**config.mk**
```make
export PLATFORM = sky130hd
export DESIGN_NAME = snn_spike_aer_tx_flat
export DESIGN_NICKNAME = d
export VERILOG_FILES = /design/src/rtl/snn_aer_pkg.sv /design/src/rtl/snn_spike_aer_tx_if.sv /design/src/rtl/snn_prio_enc.sv /design/src/rtl/snn_spike_aer_tx.sv /design/src/flat_wrapper.sv
export SDC_FILE = /design/constraint.sdc
export NUM_CORES = 1
export LEC_CHECK = 0
export BUFFER_PORTS_ARGS = -buffer_cell sky130_fd_sc_hd__buf_2
export CORE_MARGIN = 2
export CORE_UTILIZATION = 48
export DETAILED_ROUTE_END_ITERATION = 16
export PLACE_DENSITY = 0.65
export SYNTH_ARGS = -nofsm -noshare
export SYNTH_HDL_FRONTEND = slang
export SYNTH_SLANG_ARGS = --single-unit
```
**constraint.sdc**
```tcl
create_clock -name clk -period 6.9 [get_ports clk]
set_input_delay 0.69 -clock clk [delete_from_list [all_inputs] [get_ports clk]]
set_output_delay 0.69 -clock clk [all_outputs]
set_load 0.05 [all_outputs]
```
**src/rtl/snn_aer_pkg.sv**
```systemverilog
// Shared types and constants for the spike AER transmit/receive path.
package snn_aer_pkg;

  // Default spike vector width (number of neurons).
  localparam int AER_N_DEFAULT = 96;

  // Default timestep stamp width.
  localparam int AER_TS_W_DEFAULT = 16;

  // Width of the dropped-step counter.
  localparam int AER_DROP_W = 16;

  // Address carried on the end-of-step marker beat.
  localparam int AER_EOS_ADDR = 0;

  // Transmit FSM: IDLE = no working step, SCAN = spikes left to send,
  // EOS = all spikes sent, marker beat still owed.
  typedef enum logic [1:0] {
    IDLE = 2'd0,
    SCAN = 2'd1,
    EOS  = 2'd2
  } aer_tx_state_t;

  // Saturating increment for the drop counter: holds at all-ones.
  function automatic logic [AER_DROP_W-1:0] sat_inc(input logic [AER_DROP_W-1:0] v);
    logic [AER_DROP_W-1:0] r;
    if (v == {AER_DROP_W{1'b1}}) begin
      r = v;
    end else begin
      r = v + {{(AER_DROP_W-1){1'b0}}, 1'b1};
    end
    return r;
  endfunction

endpackage

```
**src/rtl/snn_spike_aer_tx_if.sv**
```systemverilog
// AER stream bus: one beat per spike plus an end-of-step marker, valid/ready.
interface snn_spike_aer_tx_if #(
  parameter int AW   = $clog2(snn_aer_pkg::AER_N_DEFAULT),
  parameter int TS_W = snn_aer_pkg::AER_TS_W_DEFAULT
) ();

  logic            aer_valid;
  logic            aer_ready;
  logic [AW-1:0]   aer_addr;
  logic            aer_eos;
  logic [TS_W-1:0] aer_ts;

  // Transmitter side drives the beat, sink drives ready.
  modport master (
    output aer_valid,
    output aer_addr,
    output aer_eos,
    output aer_ts,
    input  aer_ready
  );

  // Receiver side (logger or on-chip router).
  modport slave (
    input  aer_valid,
    input  aer_addr,
    input  aer_eos,
    input  aer_ts,
    output aer_ready
  );

endinterface

```
**src/rtl/snn_prio_enc.sv**
```systemverilog
// Lowest-set-bit priority encoder; shared with the AER receive/decode side.
module snn_prio_enc
  import snn_aer_pkg::*;
#(
  parameter int  N  = AER_N_DEFAULT,
  localparam int AW = $clog2(N)
) (
  input  logic [N-1:0]  vec,
  output logic [AW-1:0] idx,
  output logic          nonzero
);

  logic found;

  // Walk upward, latching the first set index seen; later bits cannot override it.
  always_comb begin
    idx   = {AW{1'b0}};
    found = 1'b0;
    for (int i = 0; i < N; i++) begin
      idx   = (vec[i] && !found) ? AW'(i) : idx;
      found = found | vec[i];
    end
    nonzero = found;
  end

endmodule

```
**src/rtl/snn_spike_aer_tx.sv**
```systemverilog
// Spike vector to AER stream serializer with working + pending step buffers.
// Each step yields one beat per set bit (lowest index first) and one EOS beat.
module snn_spike_aer_tx
  import snn_aer_pkg::*;
#(
  parameter int  N    = AER_N_DEFAULT,
  parameter int  TS_W = AER_TS_W_DEFAULT,
  localparam int AW   = $clog2(N)
) (
  input  logic                  clk,
  input  logic                  rstn,
  input  logic                  step_valid,
  input  logic [N-1:0]          spikes_vec,
  output logic                  step_ready,
  input  logic                  flush,
  snn_spike_aer_tx_if.master    aer,
  output logic                  busy,
  output logic                  overflow,
  output logic [AER_DROP_W-1:0] drop_cnt
);

  localparam logic [N-1:0]    VEC_ONE = {{(N-1){1'b0}}, 1'b1};
  localparam logic [TS_W-1:0] TS_ONE  = {{(TS_W-1){1'b0}}, 1'b1};

  aer_tx_state_t         state_r, state_s;
  logic [N-1:0]          work_vec_r, work_vec_s;
  logic [TS_W-1:0]       work_ts_r, work_ts_s;
  logic [N-1:0]          pend_vec_r, pend_vec_s;
  logic [TS_W-1:0]       pend_ts_r, pend_ts_s;
  logic                  pvalid_r, pvalid_s;
  logic [TS_W-1:0]       ts_cnt_r, ts_cnt_s;
  logic                  overflow_r, overflow_s;
  logic [AER_DROP_W-1:0] drop_cnt_r, drop_cnt_s;

  logic                  aer_valid_r, aer_valid_s;
  logic [AW-1:0]         aer_addr_r, aer_addr_s;
  logic                  aer_eos_r, aer_eos_s;
  logic [TS_W-1:0]       aer_ts_r, aer_ts_s;
  logic                  step_ready_r, step_ready_s;
  logic                  busy_r, busy_s;

  logic                  hs_s;
  logic                  work_free_s;
  logic [N-1:0]          scan_vec_s;
  logic [AW-1:0]         enc_idx_s;
  logic                  enc_nz_s;

  // The outgoing beat is precomputed from the next working vector so aer_* stay registered.
  snn_prio_enc #(.N(N)) u_prio_enc (
    .vec     (work_vec_s),
    .idx     (enc_idx_s),
    .nonzero (enc_nz_s)
  );

  // A beat is consumed when the registered valid meets the sink's ready.
  always_comb begin
    hs_s       = aer_valid_r & aer.aer_ready;
    scan_vec_s = work_vec_r & (work_vec_r - VEC_ONE);
  end

  // Next-state logic: scan progress, working/pending loading, drops and flush.
  always_comb begin
    state_s     = state_r;
    work_vec_s  = work_vec_r;
    work_ts_s   = work_ts_r;
    pend_vec_s  = pend_vec_r;
    pend_ts_s   = pend_ts_r;
    pvalid_s    = pvalid_r;
    overflow_s  = overflow_r;
    drop_cnt_s  = drop_cnt_r;
    work_free_s = 1'b0;
    if (step_valid) begin
      ts_cnt_s = ts_cnt_r + TS_ONE;
    end else begin
      ts_cnt_s = ts_cnt_r;
    end

    if (flush) begin
      // Discard both buffers; an input step this cycle is neither kept nor counted as a drop.
      state_s    = IDLE;
      work_vec_s = {N{1'b0}};
      work_ts_s  = {TS_W{1'b0}};
      pend_vec_s = {N{1'b0}};
      pend_ts_s  = {TS_W{1'b0}};
      pvalid_s   = 1'b0;
    end else begin
      case (state_r)
        IDLE: begin
          work_free_s = 1'b1;
        end
        SCAN: begin
          if (hs_s) begin
            work_vec_s = scan_vec_s;
            state_s    = (scan_vec_s != {N{1'b0}}) ? SCAN : EOS;
          end else begin
            state_s = SCAN;
          end
        end
        EOS: begin
          if (hs_s) begin
            work_free_s = 1'b1;
          end else begin
            state_s = EOS;
          end
        end
        default: begin
          work_free_s = 1'b1;
        end
      endcase

      if (work_free_s) begin
        if (pvalid_r) begin
          // Pending moves up; a new step can refill pending in the same cycle.
          work_vec_s = pend_vec_r;
          work_ts_s  = pend_ts_r;
          state_s    = (pend_vec_r != {N{1'b0}}) ? SCAN : EOS;
          if (step_valid) begin
            pend_vec_s = spikes_vec;
            pend_ts_s  = ts_cnt_r;
            pvalid_s   = 1'b1;
          end else begin
            pvalid_s   = 1'b0;
          end
        end else if (step_valid) begin
          work_vec_s = spikes_vec;
          work_ts_s  = ts_cnt_r;
          state_s    = (spikes_vec != {N{1'b0}}) ? SCAN : EOS;
        end else begin
          work_vec_s = {N{1'b0}};
          work_ts_s  = {TS_W{1'b0}};
          state_s    = IDLE;
        end
      end else if (step_valid) begin
        if (!pvalid_r) begin
          pend_vec_s = spikes_vec;
          pend_ts_s  = ts_cnt_r;
          pvalid_s   = 1'b1;
        end else begin
          overflow_s = 1'b1;
          drop_cnt_s = sat_inc(drop_cnt_r);
        end
      end else begin
        pvalid_s = pvalid_r;
      end
    end
  end

  // Output beat and status for the next cycle, derived from the next buffer contents.
  always_comb begin
    aer_valid_s  = (state_s != IDLE);
    aer_eos_s    = (state_s == EOS);
    if ((state_s == SCAN) && enc_nz_s) begin
      aer_addr_s = enc_idx_s;
    end else begin
      aer_addr_s = AW'(AER_EOS_ADDR);
    end
    if (state_s != IDLE) begin
      aer_ts_s = work_ts_s;
    end else begin
      aer_ts_s = {TS_W{1'b0}};
    end
    step_ready_s = !pvalid_s;
    busy_s       = (state_s != IDLE) || pvalid_s;
  end

  // State, buffers and registered outputs; reset aborts any stream in flight.
  always_ff @(posedge clk or negedge rstn) begin
    if (!rstn) begin
      state_r      <= IDLE;
      work_vec_r   <= {N{1'b0}};
      work_ts_r    <= {TS_W{1'b0}};
      pend_vec_r   <= {N{1'b0}};
      pend_ts_r    <= {TS_W{1'b0}};
      pvalid_r     <= 1'b0;
      ts_cnt_r     <= {TS_W{1'b0}};
      overflow_r   <= 1'b0;
      drop_cnt_r   <= {AER_DROP_W{1'b0}};
      aer_valid_r  <= 1'b0;
      aer_addr_r   <= {AW{1'b0}};
      aer_eos_r    <= 1'b0;
      aer_ts_r     <= {TS_W{1'b0}};
      step_ready_r <= 1'b0;
      busy_r       <= 1'b0;
    end else begin
      state_r      <= state_s;
      work_vec_r   <= work_vec_s;
      work_ts_r    <= work_ts_s;
      pend_vec_r   <= pend_vec_s;
      pend_ts_r    <= pend_ts_s;
      pvalid_r     <= pvalid_s;
      ts_cnt_r     <= ts_cnt_s;
      overflow_r   <= overflow_s;
      drop_cnt_r   <= drop_cnt_s;
      aer_valid_r  <= aer_valid_s;
      aer_addr_r   <= aer_addr_s;
      aer_eos_r    <= aer_eos_s;
      aer_ts_r     <= aer_ts_s;
      step_ready_r <= step_ready_s;
      busy_r       <= busy_s;
    end
  end

  assign aer.aer_valid = aer_valid_r;
  assign aer.aer_addr  = aer_addr_r;
  assign aer.aer_eos   = aer_eos_r;
  assign aer.aer_ts    = aer_ts_r;
  assign step_ready    = step_ready_r;
  assign busy          = busy_r;
  assign overflow      = overflow_r;
  assign drop_cnt      = drop_cnt_r;

endmodule

```
**src/flat_wrapper.sv**
```systemverilog
// flat-port wrapper written by rule: the top's interface ports become plain ports
module snn_spike_aer_tx_flat import snn_aer_pkg::*;
#(
  parameter int  N    = AER_N_DEFAULT,
  parameter int  TS_W = AER_TS_W_DEFAULT,
  localparam int AW   = $clog2(N)
)
  (clk, rstn, step_valid, spikes_vec, step_ready, flush, busy, overflow, drop_cnt, aer_aer_valid, aer_aer_addr, aer_aer_eos, aer_aer_ts, aer_aer_ready);
  snn_spike_aer_tx_if #(.AW((7)), .TS_W(TS_W)) aer_i ();
  input  logic clk;
  input  logic rstn;
  input  logic step_valid;
  input  logic [N-1:0] spikes_vec;
  output logic step_ready;
  input  logic flush;
  output logic busy;
  output logic overflow;
  output logic [AER_DROP_W-1:0] drop_cnt;
  output wire logic [$bits(aer_i.aer_valid)-1:0] aer_aer_valid;
  output wire logic [$bits(aer_i.aer_addr)-1:0] aer_aer_addr;
  output wire logic [$bits(aer_i.aer_eos)-1:0] aer_aer_eos;
  output wire logic [$bits(aer_i.aer_ts)-1:0] aer_aer_ts;
  input wire logic [$bits(aer_i.aer_ready)-1:0] aer_aer_ready;
  assign aer_aer_valid = aer_i.aer_valid;
  assign aer_aer_addr = aer_i.aer_addr;
  assign aer_aer_eos = aer_i.aer_eos;
  assign aer_aer_ts = aer_i.aer_ts;
  assign aer_i.aer_ready = aer_aer_ready;
  snn_spike_aer_tx #(.N(N), .TS_W(TS_W)) u_core (.clk(clk), .rstn(rstn), .step_valid(step_valid), .spikes_vec(spikes_vec), .step_ready(step_ready), .flush(flush), .aer(aer_i), .busy(busy), .overflow(overflow), .drop_cnt(drop_cnt));
endmodule
```
## Word-level counts from Yosys, hierarchy flattened

Cells that the tools add are included.

| word-level totals | value |
|---|---|
| output and inout bits | 44 |
| memory bits (read-only) | 0 |
| bits in registers | 287 |
| bits in writable memories | 0 |
| bits in latches | 0 |
| word-level logic and storage cells | 464 |
| memories kept | 0 |

| operators by class | value |
|---|---|
| mux-type cells | 137 |
| reduce and logical (&&, ||, !) cells | 201 |
| $mul | 0 |
| bitwise operators | 100 |
| magnitude comparators | 0 |
| add/subtract/negate cells | 3 |
| divide/modulo/power cells | 0 |
| shift operators | 0 |
| eq/ne operators | 8 |

Operator list:

| operator | number |
|---|---|
| two-way mux 96 bit | 12 |
| nonzero test 96 bit | 3 |
| two-way mux 7 bit | 33 |
| two-way mux 6 bit | 32 |
| two-way mux 16 bit | 11 |
| AND 96 bit | 1 |
| logical AND 1 bit | 96 |
| zero test 1 bit | 96 |
| subtractor 96 x 1 -> 96 bit (second input constant) | 1 |
| OR 1 bit | 95 |
| two-way mux 5 bit | 16 |
| adder 16 x 1 -> 16 bit (second input constant) | 2 |
| two-way mux 4 bit | 8 |
| two-way mux 2 bit | 11 |
| equality test 16 bit (second input constant) | 1 |
| two-way mux 3 bit | 4 |
| two-way mux 1 bit | 8 |
| AND reduction 4 bit | 2 |
| inequality test 3 bit (second input constant) | 2 |
| AND reduction 5 bit | 1 |
| equality test 2 x 1 -> 1 bit (second input constant) | 2 |
| equality test 2 bit (second input constant) | 2 |
| one-hot mux 2 bit (2 select lines) | 1 |
| inequality test 3 x 2 -> 1 bit (second input constant) | 1 |
| 6 further kinds | 8 |

## Logic depth before layout (Yosys ltp)

| logic depth | value |
|---|---|
| depth after elaboration | 104 |
| depth in mapped cells | 18 |
| depth with buffers taken out | 14 |

## By module

From an unflattened synthesis, not the netlist that was laid out.

| unflattened totals | value |
|---|---|
| cell total of the unflattened synthesis | 1987 |
| area total of the unflattened synthesis | 16963.8 µm² |

Modules (own cells, without submodules):

| module | cells an instance | instances | area each (µm²) |
|---|---|---|---|
| snn_spike_aer_tx | 1715 | 1 | 15341.0 |
| snn_prio_enc | 272 | 1 | 1622.8 |

## Worst setup path after synthesis

No wires, ideal clock.

| timing | value |
|---|---|
| path kind | input to register |
| start point | input aer_aer_ready |
| end point | register u_core.aer_addr_r[4] (netlist: u_core.aer.aer_addr[4]) |
| arrival time | 4200 ps |
| slack | 2559 ps |
| path buffers | 3 |
| stages | 14 |
| cell sequence | clkbuf_1 and3_1 clkbuf_1 nor2_1 clkbuf_1 a32oi_1 nand4_1 nor4_1 nand4_1 nor4_4 nand4_2 or3_4 o211ai_4 a31oi_1 |

| between the ends | value |
|---|---|
| longest elaborated chain between the ends | 104 |

RTL lines:

| element | RTL line | RTL |
|---|---|---|
| start: declaration | flat_wrapper.sv:23 | `input wire logic [$bits(aer_i.aer_ready)-1:0] aer_aer_ready;` |
| AND 1 bit (*) | snn_spike_aer_tx.sv:57 | `hs_s = aer_valid_r & aer.aer_ready;` |
| two-way mux 1 bit | snn_spike_aer_tx.sv:100 | `if (hs_s) begin` |
| one-hot mux 1 bit (2 select lines) | snn_spike_aer_tx.sv:87 | `case (state_r)` |
| two-way mux 1 bit | snn_spike_aer_tx.sv:78 | `if (flush) begin` |
| two-way mux 96 bit | snn_spike_aer_tx.sv:111 | `if (work_free_s) begin` |
| two-way mux 96 bit | snn_spike_aer_tx.sv:78 |  |
| OR 1 bit (15 in a row) | snn_prio_enc.sv:21 | `found = found \| vec[i];` |
| OR 1 bit or zero test 1 bit (tied branches) | snn_prio_enc.sv:21, snn_prio_enc.sv:20 |  |
| OR 1 bit (tied with other cells) (41 in a row) | snn_prio_enc.sv:21 |  |
| zero test 1 bit (tied with other cells) | snn_prio_enc.sv:20 | `idx = (vec[i] && !found) ? AW'(i) : idx;` |
| logical AND 1 bit (tied with other cells) | snn_prio_enc.sv:20 |  |
| two-way mux 6 bit (tied with other cells) (6 in a row) | snn_prio_enc.sv:20 |  |
| two-way mux 7 bit (tied with other cells) (30 in a row) | snn_prio_enc.sv:20 |  |
| two-way mux 7 bit or logical AND 1 bit (tied branches) | snn_prio_enc.sv:20 |  |
| two-way mux 7 bit | snn_prio_enc.sv:20 |  |
| two-way mux 7 bit (*) | snn_spike_aer_tx.sv:152 | `if ((state_s == SCAN) && enc_nz_s) begin` |
| net u_core.aer_addr_s[4] | snn_spike_aer_tx.sv:36 | `logic [AW-1:0] aer_addr_r, aer_addr_s;` |
| end signal: assignment | snn_spike_aer_tx.sv:179 | `aer_addr_r <= {AW{1'b0}};` |
| end signal: assignment | snn_spike_aer_tx.sv:195 | `aer_addr_r <= aer_addr_s;` |
| end: declaration | snn_spike_aer_tx.sv:36 |  |

The timed path passes the listed nets; every way through them passes the cells marked *. The select of a mux whose other input is x is not followed.
A chain may end at the register's enable or synchronous reset.

## Worst setup path after layout

| timing | value |
|---|---|
| start point | register u_core.work_vec_r[51] |
| end point | register u_core.aer_ts_r[14] (netlist: u_core.aer.aer_ts[14]) |

| between the ends | value |
|---|---|
| longest elaborated chain between the ends | 10 |

RTL lines:

| element | RTL line | RTL |
|---|---|---|
| start: declaration | snn_spike_aer_tx.sv:26 | `logic [N-1:0] work_vec_r, work_vec_s;` |
| start signal: assignment | snn_spike_aer_tx.sv:170 | `work_vec_r <= {N{1'b0}};` |
| start signal: assignment | snn_spike_aer_tx.sv:186 | `work_vec_r <= work_vec_s;` |
| subtractor 96 x 1 -> 96 bit | snn_spike_aer_tx.sv:58 | `scan_vec_s = work_vec_r & (work_vec_r - VEC_ONE);` |
| AND 96 bit (*) | snn_spike_aer_tx.sv:58 |  |
| nonzero test 96 bit (*) | snn_spike_aer_tx.sv:94 | `state_s = (scan_vec_s != {N{1'b0}}) ? SCAN : EOS;` |
| two-way mux 2 bit (*) | snn_spike_aer_tx.sv:94 |  |
| two-way mux 2 bit (*) | snn_spike_aer_tx.sv:92 | `if (hs_s) begin` |
| one-hot mux 2 bit (2 select lines) (*) | snn_spike_aer_tx.sv:87 |  |
| two-way mux 2 bit (*) | snn_spike_aer_tx.sv:111 |  |
| two-way mux 2 bit (*) | snn_spike_aer_tx.sv:78 |  |
| net u_core.state_s[0] | snn_spike_aer_tx.sv:25 | `aer_tx_state_t state_r, state_s;` |
| nonzero test 2 bit (*) | snn_spike_aer_tx.sv:157 | `if (state_s != IDLE) begin` |
| two-way mux 16 bit (*) | snn_spike_aer_tx.sv:157 |  |
| net u_core.aer_ts_s[14] | snn_spike_aer_tx.sv:38 | `logic [TS_W-1:0] aer_ts_r, aer_ts_s;` |
| end signal: assignment | snn_spike_aer_tx.sv:181 | `aer_ts_r <= {TS_W{1'b0}};` |
| end signal: assignment | snn_spike_aer_tx.sv:197 | `aer_ts_r <= aer_ts_s;` |
| end: declaration | snn_spike_aer_tx.sv:38 |  |

The timed path passes the listed nets; every way through them passes the cells marked *.

==> metrics.txt <==
status finished, final reports clean; Setup Crit Path Kind flip-flop to flip-flop; CTS sink cnt 287; DRC errors left 0; Slew Viols, Final 0; post-CTS sizing 0; antenna violations before repair 10; die footprint between 30000 and 40000 µm²; crit path max fanout 18; # IOs ~150; starting density of the core 48.7%; Power Total 5610 µW; first-pass GRT wire length approximately 120 mm; post-detailed-route count of antenna-violating nets 0; Setup WS pre-CTS 1.40 ns; pwr dens about 280 nW/µm²; Worst setup endpoint u_core.aer.aer_ts[14]$_DFF_PN0_; PnR worst setup slack roughly 1.1 ns; worst reg2reg path startpoint u_core.work_vec_r[51]$_DFF_PN0_; FF+latch count, synth ~290; Die H a little under 200 µm; Async S/R FF share, synth between 90% and 100%; Worst setup EP type flip-flop; ratio of cells with drive above 1 in the final layout around 14%; Comb pwr share 30.3%; chip width 194 µm; Synth Instances 2088; most frequent cells in the layout 352 x nand2_1, 286 x dfrtp_1, 156 x a21oi_1; CP required approximately 7.3 ns; FILL cells roughly 3300; reg2reg end u_core.aer.aer_ts[14]$_DFF_PN0_; flop2flop setup slack 1.13 ns; setup TNS 0 ns; RSZ-0062 raised after global routing no; worst IR drop on VDD 0.204 mV; sequential power share roughly 36%; Core Box Area between 30000 and 40000 µm²; Global Route Usage Sum between 40% and 50%; TritonCTS clock tree done; EDFF count, synth 0; MaxCap Viol Count 0; per-cell routed wire length 30.0 µm; Root Driver clkbuf_16; sequential area share after synthesis 41.4%; largest net degree at the start of global routing 161; Rel. slew slack under 10%; final setup skew approximately 0.024 ns; setup repair bufs after CTS 0; DRT iter0 DRCs approximately 2900; Ys Warns 0; Worst-path clk slew around 0.07 ns; most used cell, CP nand4_1; final WL between 80 and 90 mm; clock share of power ~34%; cts hold-fix bufs 0; Yosys cell types 89; FMAX around 170 MHz; Overflow after GRT 0; LEAKAGE 0.00866 µW; crit-path cells nor4_1 -> nand4_1 -> nor3_1 -> nand2_1 -> o31a_1 -> a2111oi_0 -> nand4_1 -> nor4_2 -> nor2_1 -> or3b_1 -> and2_1; min cycle time layout approximately 5.8 ns; vias in the first global route between 15000 and 20000; buffers added on ports between 100 and 150; Netlist Area Pre-Place 17300 µm²; worst slew pin tran around 1.4 ns; clk_lat worst skew 0.57 ns; # rows between 60 and 70; Max clock buf depth 3; Vias 18900; CP Data Arrival Time ~6.2 ns; Final Hold Viols 0; vias per std cell around 7.0; H-tree depth 2; Crit. Startpoint u_core.work_vec_r[51]$_DFF_PN0_; Mean Syn Cell Area 8.30 µm²; hold slack final 0.104 ns; P_sw around 2200 µW; Final Cycle Share between 80 and 90%; first-pass iteration count of the detailed router 6; cell internal pwr around 3400 µW; Sequential cell area roughly 7200 µm²; CP Launch Type flip-flop; Final Net Count ~2300; Min-Delay Path Class input port to asynchronous set/reset pin; Switching Share 39.2%; commonest non-fill, non-tap cell in the layout nand2_1; prevailing post-synth register cell dfrtp_1; Layout area overhead 13.8%; routability cong. about 1.1; net count after synthesis 2193; highest-delay cell along the critical path nor4_1; area of the multi-input gates about 9500 µm²; final setup fails 0; DPL Wire Length between 50 and 60 mm; CTS Buf Count 35; Largest stage delay, worst path 0.88 ns; R2R depth 11
metrics by stage:
stage               instance area (µm²)  cells  util (%)
CTS                               19700   2670      55.4
global placement                  18600   2611      52.2
global route                      19700   2673      55.4
floorplan                         17300   2088         -
detailed placement                18600   2611      52.2
finish                            19700   2679      55.4
flip-flops by register name (all words and copies together) (netlist names), 2 cells and up:
signal and cells:
u_core.pend_ts_r 16, u_core.pend_vec_r 96, u_core.work_ts_r 16, u_core.state_r 2, u_core.ts_cnt_r 16, u_core.drop_cnt 16, u_core.aer.aer_ts 16, u_core.work_vec_r 96
u_core.aer.aer_addr 7
worst min-delay path by stage:
stage                                                  end  depth (start not counted)  slack (ns)                         from
final                      u_core.work_vec_r[22]$_DFF_PN0_                          1        0.10                         rstn
after global routing       u_core.work_vec_r[22]$_DFF_PN0_                          1        0.17                         rstn
after CTS                  u_core.work_vec_r[16]$_DFF_PN0_                          1        0.15                         rstn
after detailed placement       u_core.overflow$_DFFE_PN0P_                          1        0.47  u_core.overflow$_DFFE_PN0P_
after global placement         u_core.overflow$_DFFE_PN0P_                          1        0.46  u_core.overflow$_DFFE_PN0P_
after floorplan           u_core.aer.aer_addr[0]$_DFF_PN0_                          0        0.39                         rstn
cells by family after synthesis:
group	after synthesis	share of synthesized area, %
buf+inv	185	4.18
mux	2	0.123
xor+xnor	31	1.57
compound gates	552	21.6
simple gates	1023	30.5
flops	287	41.4
fa+ha+maj	8	0.520
layout make-up:
cell class                      instances  share of cell area, %
Tap cell                              461                   2.93
Timing Repair Buffer                  192                   5.67
Multi-Input combinational cell       1616                   48.1
Clock buffer                           50                   5.08
Sequential cell                       287                   36.4
Antenna cell                            9                  0.114
Clock inverter                          9                  0.666
Inverter                               55                   1.05
cell usage after synthesis, types with 12 or more instances:
| master | n | area, µm² |
|---|---|---|
| xnor2_1 | 22 | 193 |
| o22ai_1 | 12 | 75.1 |
| nand3_1 | 60 | 300 |
| or2_2 | 20 | 125 |
| buf_1 | 22 | 82.6 |
| a22oi_1 | 67 | 503 |
| a21oi_1 | 158 | 791 |
| or3_1 | 26 | 163 |
| nor4_1 | 122 | 763 |
| and3_1 | 21 | 131 |
| nand4_1 | 74 | 463 |
| o31ai_1 | 19 | 143 |
| a31oi_1 | 32 | 200 |
| a22o_1 | 32 | 280 |
| dfrtp_1 | 287 | 7180 |
| o21ai_0 | 68 | 340 |
| and2_1 | 20 | 125 |
| inv_1 | 54 | 203 |
| a32oi_1 | 13 | 114 |
| nand2_1 | 353 | 1330 |
| a221oi_1 | 20 | 175 |
| or4_1 | 36 | 270 |
| nand2b_1 | 19 | 119 |
| nor3_1 | 55 | 275 |
| o211ai_1 | 19 | 143 |
| clkbuf_1 | 99 | 372 |
| nor2_1 | 148 | 556 |
power by group through the flow:
stage | registers, µW | logic (µW) | clock network (µW)
4_1_cts | 2020 | 1620 | 1890
3_3_place_gp | 2040 | 1630 | 0
2_1_floorplan | 2010 | 975 | 0
6_report | 2030 | 1700 | 1880
5_1_grt | 2040 | 1780 | 1950
3_5_place_dp | 2040 | 1620 | 0
critical path: cells and delay by family (launching register included):
kind	cells	cell delay (ns)
AOI/OAI and AO/OA	2	0.89
DFF	1	0.55
and+or+nand+nor	9	4.16
layer usage:
metal	share of wire, %	track usage, %
met1	39	56.3
met2	42	60.3
met3	14	14.7
met4	5.3	19.4
met5	0.071	0
No activity file was read; power rests on OpenSTA's default activity.
